**src/rtl/frame_tx.sv**
```systemverilog
`default_nettype none
// ============================================================================
//  Module   : frame_tx
//  Purpose  : Buffers raster-order pixels from a valid/ready stream and
//             replays them as one frame on a registered frame bus, with a
//             programmable idle gap between lines.
//  Revision : 1.0 - initial release
// ============================================================================
module frame_tx #(
   parameter int DATA_WIDTH  = 8,
   parameter int FRAME_H_MAX = 64,
   parameter int FRAME_W_MAX = 64,
   parameter int FIFO_DEPTH  = 8,
   parameter int GAP_MAX     = 255
) (
   input  logic                                clk,
   input  logic                                reset,
   input  logic                                start,
   input  logic [$clog2(FRAME_H_MAX+1)-1:0]    frame_h,
   input  logic [$clog2(FRAME_W_MAX+1)-1:0]    frame_w,
   input  logic [$clog2(GAP_MAX+1)-1:0]        line_gap,
   input  logic                                s_valid,
   output logic                                s_ready,
   input  logic [DATA_WIDTH-1:0]               s_data,
   output logic                                fout_start,
   output logic                                dout_vld,
   output logic [DATA_WIDTH-1:0]               dout,
   output logic                                busy,
   output logic                                done
);

   localparam int c_hw = $clog2(FRAME_H_MAX+1);
   localparam int c_ww = $clog2(FRAME_W_MAX+1);
   localparam int c_gw = $clog2(GAP_MAX+1);
   localparam int c_tw = $clog2(FRAME_H_MAX*FRAME_W_MAX+1);
   localparam int c_aw = $clog2(FIFO_DEPTH);
   localparam int c_cw = c_aw + 1;

   typedef enum logic [1:0] {
      S_IDLE   = 2'd0,
      S_ACTIVE = 2'd1,
      S_GAP    = 2'd2,
      S_DONE   = 2'd3
   } state_t;

   state_t                 state_q, state_d;
   logic [c_hw-1:0]        h_q, h_d;
   logic [c_ww-1:0]        w_q, w_d;
   logic [c_gw-1:0]        gap_q, gap_d;
   logic [c_tw-1:0]        total_q, total_d;
   logic [c_tw-1:0]        in_cnt_q, in_cnt_d;
   logic [c_hw-1:0]        row_q, row_d;
   logic [c_ww-1:0]        col_q, col_d;
   logic [c_gw-1:0]        gap_cnt_q, gap_cnt_d;
   logic [c_aw-1:0]        wr_ptr_q, wr_ptr_d;
   logic [c_aw-1:0]        rd_ptr_q, rd_ptr_d;
   logic [c_cw-1:0]        count_q, count_d;
   logic [DATA_WIDTH-1:0]  dout_q, dout_d;
   logic                   dout_vld_q, dout_vld_d;
   logic                   fout_start_q, fout_start_d;
   logic [DATA_WIDTH-1:0]  mem_q [FIFO_DEPTH];

   logic w_busy;
   logic w_full;
   logic w_empty;
   logic w_ready;
   logic w_push;
   logic w_pop;

   // Handshake qualifiers: input is only taken while a frame is in flight and
   // never beyond the number of pixels the frame needs.
   always_comb begin
      w_busy  = (state_q != S_IDLE);
      w_full  = (count_q == c_cw'(FIFO_DEPTH));
      w_empty = (count_q == '0);
      w_ready = w_busy && !w_full && (in_cnt_q < total_q);
      w_push  = s_valid && w_ready;
      w_pop   = (state_q == S_ACTIVE) && !w_empty;
   end

   // Pixel storage; contents are don't-care until pushed, so no reset.
   always_ff @(posedge clk) begin
      if (w_push) begin
         mem_q[wr_ptr_q] <= s_data;
      end
   end

   // State and datapath registers.
   always_ff @(posedge clk) begin
      if (reset) begin
         state_q      <= S_IDLE;
         h_q          <= '0;
         w_q          <= '0;
         gap_q        <= '0;
         total_q      <= '0;
         in_cnt_q     <= '0;
         row_q        <= '0;
         col_q        <= '0;
         gap_cnt_q    <= '0;
         wr_ptr_q     <= '0;
         rd_ptr_q     <= '0;
         count_q      <= '0;
         dout_q       <= '0;
         dout_vld_q   <= 1'b0;
         fout_start_q <= 1'b0;
      end else begin
         state_q      <= state_d;
         h_q          <= h_d;
         w_q          <= w_d;
         gap_q        <= gap_d;
         total_q      <= total_d;
         in_cnt_q     <= in_cnt_d;
         row_q        <= row_d;
         col_q        <= col_d;
         gap_cnt_q    <= gap_cnt_d;
         wr_ptr_q     <= wr_ptr_d;
         rd_ptr_q     <= rd_ptr_d;
         count_q      <= count_d;
         dout_q       <= dout_d;
         dout_vld_q   <= dout_vld_d;
         fout_start_q <= fout_start_d;
      end
   end

   // Next-state, raster position tracking and FIFO bookkeeping.
   always_comb begin
      state_d      = state_q;
      h_d          = h_q;
      w_d          = w_q;
      gap_d        = gap_q;
      total_d      = total_q;
      in_cnt_d     = in_cnt_q;
      row_d        = row_q;
      col_d        = col_q;
      gap_cnt_d    = gap_cnt_q;
      wr_ptr_d     = wr_ptr_q;
      rd_ptr_d     = rd_ptr_q;
      count_d      = count_q;
      dout_d       = dout_q;
      dout_vld_d   = 1'b0;
      fout_start_d = 1'b0;

      case (state_q)
         S_IDLE: begin
            if (start && (frame_h != '0) && (frame_w != '0)) begin
               h_d      = frame_h;
               w_d      = frame_w;
               gap_d    = line_gap;
               total_d  = c_tw'(frame_h) * c_tw'(frame_w);
               in_cnt_d = '0;
               row_d    = '0;
               col_d    = '0;
               state_d  = S_ACTIVE;
            end
         end
         S_ACTIVE: begin
            if (w_pop) begin
               dout_d       = mem_q[rd_ptr_q];
               dout_vld_d   = 1'b1;
               fout_start_d = (row_q == '0) && (col_q == '0);
               if (col_q == w_q - c_ww'(1)) begin
                  col_d = '0;
                  if (row_q == h_q - c_hw'(1)) begin
                     state_d = S_DONE;
                  end else begin
                     row_d     = row_q + c_hw'(1);
                     gap_cnt_d = '0;
                     if (gap_q != '0) begin
                        state_d = S_GAP;
                     end
                  end
               end else begin
                  col_d = col_q + c_ww'(1);
               end
            end
         end
         S_GAP: begin
            // gap_cnt counts the idle cycles already spent in this gap.
            if (gap_cnt_q == gap_q - c_gw'(1)) begin
               state_d = S_ACTIVE;
            end else begin
               gap_cnt_d = gap_cnt_q + c_gw'(1);
            end
         end
         default: begin
            state_d = S_IDLE;
         end
      endcase

      if (w_push) begin
         wr_ptr_d = wr_ptr_q + c_aw'(1);
         in_cnt_d = in_cnt_q + c_tw'(1);
      end
      if (w_pop) begin
         rd_ptr_d = rd_ptr_q + c_aw'(1);
      end
      if (w_push && !w_pop) begin
         count_d = count_q + c_cw'(1);
      end else if (!w_push && w_pop) begin
         count_d = count_q - c_cw'(1);
      end
   end

   assign s_ready    = w_ready;
   assign busy       = w_busy;
   assign done       = (state_q == S_DONE);
   assign dout       = dout_q;
   assign dout_vld   = dout_vld_q;
   assign fout_start = fout_start_q;

endmodule
`default_nettype wire

```
**config.mk**
```make
export PLATFORM = sky130hd
export DESIGN_NAME = frame_tx
export DESIGN_NICKNAME = d
export VERILOG_FILES = /design/src/rtl/frame_tx.sv
export SDC_FILE = /design/constraint.sdc
export NUM_CORES = 1
export LEC_CHECK = 0
export BUFFER_PORTS_ARGS = -buffer_cell sky130_fd_sc_hd__buf_2
export CORE_MARGIN = 2
export CORE_UTILIZATION = 61
export DETAILED_ROUTE_END_ITERATION = 7
export PLACE_DENSITY = 0.8
export SLEW_MARGIN = 0
export SYNTH_ARGS = -nofsm -noshare
export SYNTH_HDL_FRONTEND = slang
export SYNTH_SLANG_ARGS = --single-unit
```
**constraint.sdc**
```tcl
create_clock -name clk -period 12.2 [get_ports clk]
set_input_delay 0.61 -clock clk [delete_from_list [all_inputs] [get_ports clk]]
set_output_delay 0.61 -clock clk [all_outputs]
set_load 0.1 [all_outputs]
```
* Word-level counts from Yosys, hierarchy flattened *
Memories as Yosys holds them, arrays and structs flattened. A register that Yosys moved wholly into a read port is not among the register bits.
Cells that the tools add are included.

operators by class
  add/subtract/negate cells = 11
  multipliers = 1
  div/mod/pow operators = 0
  $lt $le $gt $ge = 1
  eq/ne operators = 14
  shift operators = 0
  multiplexer cells = 28
  bitwise gates (word level) = 2
  reductions and logical operators = 35

operator list
  kind                                                                 count
  7-bit 2-to-1 mux                                                     6
  13-bit 2-to-1 mux                                                    3
  8-bit 2-to-1 mux                                                     4
  7-bit case mux with 2 select lines                                   2
  8-bit case mux with 2 select lines                                   1
  5-bit AND reduction                                                  3
  7-bit by 1-bit adder with 7-bit output (second input constant)       2
  7-bit equality test                                                  2
  7-bit logical NOT                                                    2
  7-bit nonzero test                                                   2
  7-bit by 1-bit subtractor with 7-bit output (second input constant)  2
  13-bit by 1-bit adder with 13-bit output (second input constant)     1
  13-bit < comparator                                                  1
  7-bit by 7-bit multiplier with 13-bit output                         1
  2-bit 2-to-1 mux                                                     6
  2-bit nonzero test                                                   6
  2-bit != test (second input constant)                                5
  1-bit logical AND                                                    9
  8-bit by 1-bit adder with 8-bit output (second input constant)       1
  8-bit equality test                                                  1
  4-bit 2-to-1 mux                                                     2
  8-bit nonzero test                                                   1
  8-bit by 1-bit subtractor with 8-bit output (second input constant)  1
  3-bit by 1-bit adder with 3-bit output (second input constant)       2
  17 further kinds                                                     26

word-level totals
  bits in registers = 84
  latch bits = 0
  bits in writable memories = 64
  ROM bits = 0
  bits of input ports = 34
  output and inout bits = 13
  logic and storage cells = 107
  memories kept = 1

memories
  name   depth  bits a word  rd ports  clocked after memory_dff  wr ports  RTL line  RTL
  mem_q  8      8            1         1                         1         61        logic [DATA_WIDTH-1:0] mem_q [FIFO_DEPTH];

* Logic depth before layout (Yosys ltp) *
Gate-level depths: netlist (run 1).

  depth after elaboration = 9
  depth in mapped cells = 18
  depth with buffers taken out = 17

* Worst setup path before layout (run 1) *
OpenSTA, ideal clock, no wires.

  kind = input port to flip-flop
  start = input port frame_w[6]
  end = register total_q[11]
  library setup time = 0.142 ns
  data arrival time = 4.460 ns
  required time = 12.058 ns
  path slack = 7.598 ns
  cell stages on the path = 15
  buffers on the path = 1
  cell sequence = clkbuf_1 > nand2_1 > fa_1 > fa_1 > inv_1 > fa_1 > inv_1 > fa_1 > inv_1 > ha_1 > or3_1 > a2111oi_0 > nor2_1 > nand2_1 > o311ai_0

between the ends
  word-level cells in the longest chain between the ends = 3
  elaborated cells between the ends (all ways) = 4
  classes of those cells = mul (1); reduce/logical (3)

ends and longest elaborated chain
  what                                                                                                  RTL line  RTL
  start, declared                                                                                       20        input logic [$clog2(FRAME_W_MAX+1)-1:0] frame_w,
  parallel branches: the longest is 3 deep, another holds 7-bit by 7-bit multiplier with 13-bit output  -
  end signal, assigned                                                                                  111       total_q <= total_d;
  end, declared                                                                                         50        logic [c_tw-1:0] total_q, total_d;

Parallel ways; which one is timed is not known.
A chain may end at the register's enable or synchronous reset.

* Worst setup path after layout (run 1) *
Same ends and word-level chain as after synthesis.

==> impl_metrics.py, run 1 <==
metrics = {
    "yosys": {
        "ys_top_cells_by_count": "nand2_1, dfxtp_1, nor2_1, edfxtp_1, inv_1",
        "synthDistinctLibCells": 56,
        "synth.avg_cell_area_um2": 9.92,
        "syn-num-nets": 1000,
        "post-synth-top-count-cell": "nand2_1",
        "synth_enable_flop_cells": 64,
        "synth_area_mm2": 0.00878,
        "synth_area_leaders": "edfxtp_1, dfxtp_1, ha_1",
        "synthArstFlopShare": 0,
        "synth_warnings": 0,
        "ys_ff_latch": 156,
        "ys.flop_type": "dfxtp_1",
        "syn_inst": 885,
        "ys_seq_area_frac": 0.429,
        "synth_top_area_share": 0.219,
        "synth_top_area_cell": "edfxtp_1",
    },
    "placed_design": {
        "place.gp.congestion": 0.849,
        "io_buffers": 46,
        "hpwl_mm": 12.5,
    },
    "floorplan": {
        "ios": 47,
        "die_y_um": 124,
        "dieArea_mm2": 0.0154,
        "core_mm2": 0.0140,
        "rows": 43,
        "dieWidth_um": 124,
        "initial_core_util": 0.627,
    },
    "route": {
        "first_iter_violations": 467,
        "via_per_inst": 5.79,
        "drtAntennaViolNets": 0,
        "drc": 0,
        "vias": 6447,
        "wire_per_inst_um": 16.3,
        "totalWireLength_mm": 18.2,
        "dr.pass1.iters": 5,
    },
    "power": {
        "power_frac_comb": 0.324,
        "ir_worst_vdd_mv": 0.163,
        "pwr-share-seq": 0.371,
        "clock_power_share": 0.305,
        "netSwitchingFraction": 0.368,
        "power_switching_mw": 0.636,
        "p_per_area_mw_per_mm2": 177,
        "power_leakage_nw": 3.82,
        "p_int_mw": 1.09,
    },
    "sta": {
        "final-setup-viol-count": 0,
        "whs_ps": 424,
        "clock_skew_ps": 7.58,
        "max_freq_mhz": 227,
        "finalMaxSlewViolations": 0,
        "totalNegativeSetupSlack_ps": 0,
        "hold_violations": 0,
        "max_slew.worst_pin.slew_ps": 1230,
        "max_slew_margin": 0.182,
        "period_share": 0.360,
        "rsz0062_at_grt": "false",
        "min_period_ps": 4400,
    },
    "cts": {
        "clock-root-buffer": "clkbuf_16",
        "cts_setup_buffers": 0,
        "clock-sinks": 156,
        "cts_tree": "yes",
        "clock_tree.buffer_depth": 2,
        "ctsResizeCount": 0,
        "holdBufCountCts": 0,
        "htree_levels": 4,
        "clk_pin_slew_ps": 70,
        "numCtsBuffers": 17,
        "clk_latency_ps": 420,
    },
    "global_routing": {
        "first_global_vias": 6109,
        "grt_max_degree": 61,
        "antenna_found_initial": 0,
        "grt_pass1_wl_mm": 29.6,
        "overflow": 0,
        "track_usage": 0.251,
    },
    "worst_setup_path": {
        "worstPathArrival_ps": 4680,
        "cp-end-kind": "flop",
        "critPathLaunchType": "input pin",
        "cp_max_fo": 9,
        "cp.required_ps": 12480,
        "critPathKind": "in -> reg",
    },
    "final_layout": {
        "antenna-diode-count": 0,
        "fin_nets": 1035,
        "area_delta_synth_final_pct": 11.1,
        "drive_above_1_share": 0.122,
    },
    "run_status": {
        "run_status": "completed",
    },
    "run": {
        "max_cap_viol_count": 0,
    },
    "worst_hold_path": {
        "hp-class": "in -> reg",
    },
}
## power by group through the flow
stage / clock (mW) / combinational, mW / sequential, mW
global placement: 0 / 0.543 / 0.650
global route: 0.558 / 0.620 / 0.650
floorplan: 0 / 0.388 / 0.705
detailed placement: 0 / 0.554 / 0.651
finish: 0.526 / 0.560 / 0.641
CTS: 0.533 / 0.562 / 0.641
## worst max-delay path: stages
cell and delay (ps):
buf_2 160, nand2_1 100, fa_1 530, fa_1 570, inv_1 60, fa_1 530, inv_1 60, fa_1 530
inv_1 40, ha_1 210, or3_1 420, a2111oi_0 550, nor2_1 110, nand2_1 70, o311ai_0 110
## state kept, by name (all words and copies together), names as in the netlist
signal      count
rd_ptr_q        3
col_q           7
gap_q           8
gap_cnt_q       8
w_q             7
mem_q          64
in_cnt_q       13
fout_start      1
total_q        13
row_q           7
state_q         2
wr_ptr_q        3
h_q             7
dout            8
count_q         4
dout_vld        1
## cells by family after synthesis
logic type      after synthesis  share of synthesized area
buf+inv                      95                     0.0409
mux                          29                     0.0559
fa+ha+maj                    81                      0.136
compound gates              150                      0.105
flops                       156                      0.429
xor+xnor                     53                     0.0545
simple gates                321                      0.179
## worst paths after layout
kind / startpoint / to / cells past startpoint / slack, ps
max: frame_w[6] / total_q[11] / 15 / 7800
min: line_gap[0] / gap_q[0] / 3 / 420
max reg2reg: in_cnt_q[10] / count_q[3] / 15 / 8670
min reg2reg: total_q[6] / total_q[6] / 2 / 450
## metal layers
metal / up-vias / global-route usage / part of all wire
met3: 24 / 0.0577 / 0.041
li1: 3173 / - / -
met2: 149 / 0.427 / 0.49
met4: 0 / 0.0569 / 0.012
met5: - / 0 / 0
met1: 3101 / 0.329 / 0.45
## layout make-up
| type | count | area [µm²] |
|---|---|---|
| tap | 180 | 225 |
| sequential | 156 | 3760 |
| multi-input combinational | 634 | 4680 |
| fill | 1064 | 4240 |
| inverter | 60 | 225 |
| timing repair buffer | 51 | 268 |
| clock inverter | 15 | 169 |
| clock buffer | 17 | 425 |
## metrics by stage
step / cell area, µm² / util / worst slack [ps] / total power [mW] / std cells
detailed placement: 9160 / 0.655 / 7370 / 1.20 / 1081
global route: 9750 / 0.697 / 7550 / 1.83 / 1113
CTS: 9750 / 0.697 / 7810 / 1.74 / 1113
finish: 9750 / 0.697 / 7800 / 1.73 / 1113
global placement: 9160 / 0.655 / 7410 / 1.19 / 1081
floorplan: 8780 / - / 7600 / 1.09 / 885
## layout by cell type, fill, tap and decap left out, types with 31 or more instances in the layout
master,n
dfxtp_1,92
o21ai_0,31
buf_2,46
ha_1,57
nand2_1,111
a21oi_1,53
and2_1,33
edfxtp_1,64
nor2_1,65
inv_1,58
No activity file was read; power rests on OpenSTA's default activity.
==> run 2, diff against run 1 <==
- ABC_AREA: unset -> 1
- CORE_UTILIZATION: 61 -> 56
- PLACE_DENSITY: 0.8 -> 0.77
- clock period: 12.2 -> 4 ns (I/O delays scaled with it)
==> impl_metrics.py, run 2 <==
metrics = {
    "power": {
        "finalPower_mw": 6.13,
        "ir_worst_vdd_mv": 0.578,
        "power_leakage_nw": 4.56,
        "p_per_area_mw_per_mm2": 585,
    },
    "route": {
        "first_iter_violations": 529,
        "via_per_inst": 5.31,
        "drtAntennaViolNets": 0,
        "dr.pass1.iters": 5,
        "wire_per_inst_um": 14.2,
        "totalWireLength_mm": 20.4,
        "drc": 0,
        "vias": 7610,
    },
    "final_layout": {
        "antenna-diode-count": 0,
        "layout_common_cells": "nand2_1, inv_1, nor2_1, dfxtp_1, a21oi_1",
        "utilization": 0.637,
        "area_delta_synth_final_pct": 11.6,
        "nFillCells": 1430,
        "regMostFlops": "mem_q",
        "final_cells": 1433,
        "layout_commonest_cell": "nand2_1",
        "reg_top3": "mem_q (64), in_cnt_q (13), total_q (13)",
        "fin_nets": 1315,
        "drive_above_1_share": 0.128,
        "largest_register_ffs": 64,
    },
    "floorplan": {
        "rows": 47,
        "core_mm2": 0.0165,
        "initial_core_util": 0.570,
        "dieWidth_um": 134,
        "ios": 47,
        "die_y_um": 134,
        "dieArea_mm2": 0.0178,
    },
    "sta": {
        "final-setup-viol-count": 0,
        "max_freq_mhz": 280,
        "clock_skew_ps": 7.94,
        "finalMaxSlewViolations": 0,
        "max_slew.worst_pin.slew_ps": 1070,
        "period_share": 0.892,
        "hold_violations": 0,
        "min_period_ps": 3570,
        "max_slew_margin": 0.288,
        "whs_ps": 20.5,
        "rsz0062_at_grt": "false",
    },
    "placed_design": {
        "placed_cells": 1401,
        "hpwl_mm": 14.4,
        "place.gp.congestion": 0.856,
        "io_buffers": 46,
    },
    "run": {
        "max_cap_viol_count": 0,
    },
    "global_routing": {
        "met3_usage": 0.0472,
        "met2_usage": 0.412,
        "grt_most_used_layer": "met2",
        "track_usage": 0.243,
        "antenna_found_initial": 0,
        "overflow": 0,
        "met1_usage": 0.318,
        "grt_max_degree": 56,
        "grt_pass1_wl_mm": 34.8,
        "first_global_vias": 7312,
    },
    "yosys": {
        "synthArstFlopShare": 0,
        "synthDistinctLibCells": 48,
        "synth.avg_cell_area_um2": 8.15,
        "syn_inst": 1152,
        "syn-num-nets": 1267,
        "synth_warnings": 0,
        "synth_enable_flop_cells": 64,
        "post-synth-top-count-cell": "nand2_1",
        "ys_ff_latch": 156,
        "ys.flop_type": "dfxtp_1",
        "synth_area_leaders": "edfxtp_1, dfxtp_1, nand2_1",
        "synth_top_area_cell": "edfxtp_1",
        "synth_area_mm2": 0.00939,
        "ys_top_cells_by_count": "nand2_1, inv_1, nor2_1, dfxtp_1, a21oi_1",
        "synth_top_area_share": 0.205,
        "ys_seq_area_frac": 0.401,
    },
    "cts": {
        "clock-root-buffer": "clkbuf_16",
        "clk_pin_slew_ps": 70,
        "cts_tree": "yes",
        "numCtsBuffers": 17,
        "clock-sinks": 156,
        "cts_setup_buffers": 0,
        "ctsResizeCount": 0,
        "htree_levels": 4,
        "clk_latency_ps": 430,
        "clock_tree.buffer_depth": 2,
        "holdBufCountCts": 0,
    },
    "worst_setup_path": {
        "worstPathArrival_ps": 3870,
        "reg2reg_slack_ps": 880,
        "rr_worst_depth": 19,
        "reg2reg_from": "total_q[10]",
        "cp-end-kind": "flop",
        "critPathLaunchType": "input pin",
        "cp_max_fo": 4,
        "r2r_end": "count_q[3]",
        "cp.required_ps": 4300,
        "critPathKind": "in -> reg",
    },
    "run_status": {
        "run_status": "completed",
    },
    "worst_hold_path": {
        "hold_path_end": "gap_q[6]",
        "min_path_cells": 3,
        "hp-start": "line_gap[6]",
        "hp-class": "in -> reg",
    },
}
==> run 2: metrics by stage <==
stage / area [µm²] / setup TNS [ps] / setup WS, ps
after floorplan: 9390 / 0 / 110
after global placement: 9900 / 0 / 58.7
after detailed placement: 9900 / -0.202 / -0.202
after CTS: 10500 / 0 / 452
after global routing: 10500 / 0 / 217
final: 10500 / 0 / 430
==> run 2: per-layer routing <==
metal,share of wire,up-vias,routed length [µm]
met5,0,-,0
met4,0.014,0,280
met2,0.49,155,9970
li1,-,3870,-
met1,0.45,3559,9170
met3,0.046,26,934
==> run 2: how the worst max path moves through the flow <==
| stage | startpoint | to | slack (ps) | depth (start not counted) |
|---|---|---|---|---|
| finish | frame_h[0] | total_q[9] | 430 | 17 |
| global route | frame_h[0] | total_q[9] | 220 | 17 |
| CTS | frame_h[0] | total_q[9] | 450 | 17 |
| detailed placement | frame_h[0] | total_q[9] | -0.2 | 17 |
| global placement | frame_h[0] | total_q[9] | 60 | 17 |
| floorplan | frame_h[0] | total_q[9] | 110 | 17 |
==> run 2: where the power goes <==
group | switching, mW | internal [mW]
Sequential | 0.180 | 1.86
Clock | 0.733 | 0.831
Combinational | 1.73 | 0.804
Total | 2.64 | 3.49
==> run 2: cell families after synthesis <==
logic type      synth area share
compound gates             0.118
xor+xnor                  0.0410
fa+ha+maj                  0.127
buf+inv                   0.0814
flops                      0.401
mux                      0.00853
simple gates               0.223
==> run 2: critical path, stage by stage <==
cell and delay, ps:
buf_2 110, nand2_1 80, fa_1 500, fa_1 550, inv_1 60, fa_1 530, inv_1 60, fa_1 540
inv_1 50, ha_1 330, a21oi_1 150, o21ai_0 120, a21oi_1 180, nor2_1 60, nor2_1 110, xor2_1 150
a21oi_1 80
==> run 2: cell type report <==
cell class	instances	area (µm²)	share of cell area
multi-input cells	803	4860	0.464
flip-flops and latches	156	3760	0.359
inverters	149	567	0.0541
repair buffers	73	433	0.0413
clock buffers	17	425	0.0406
well taps	220	275	0.0263
clock inverters	15	154	0.0147
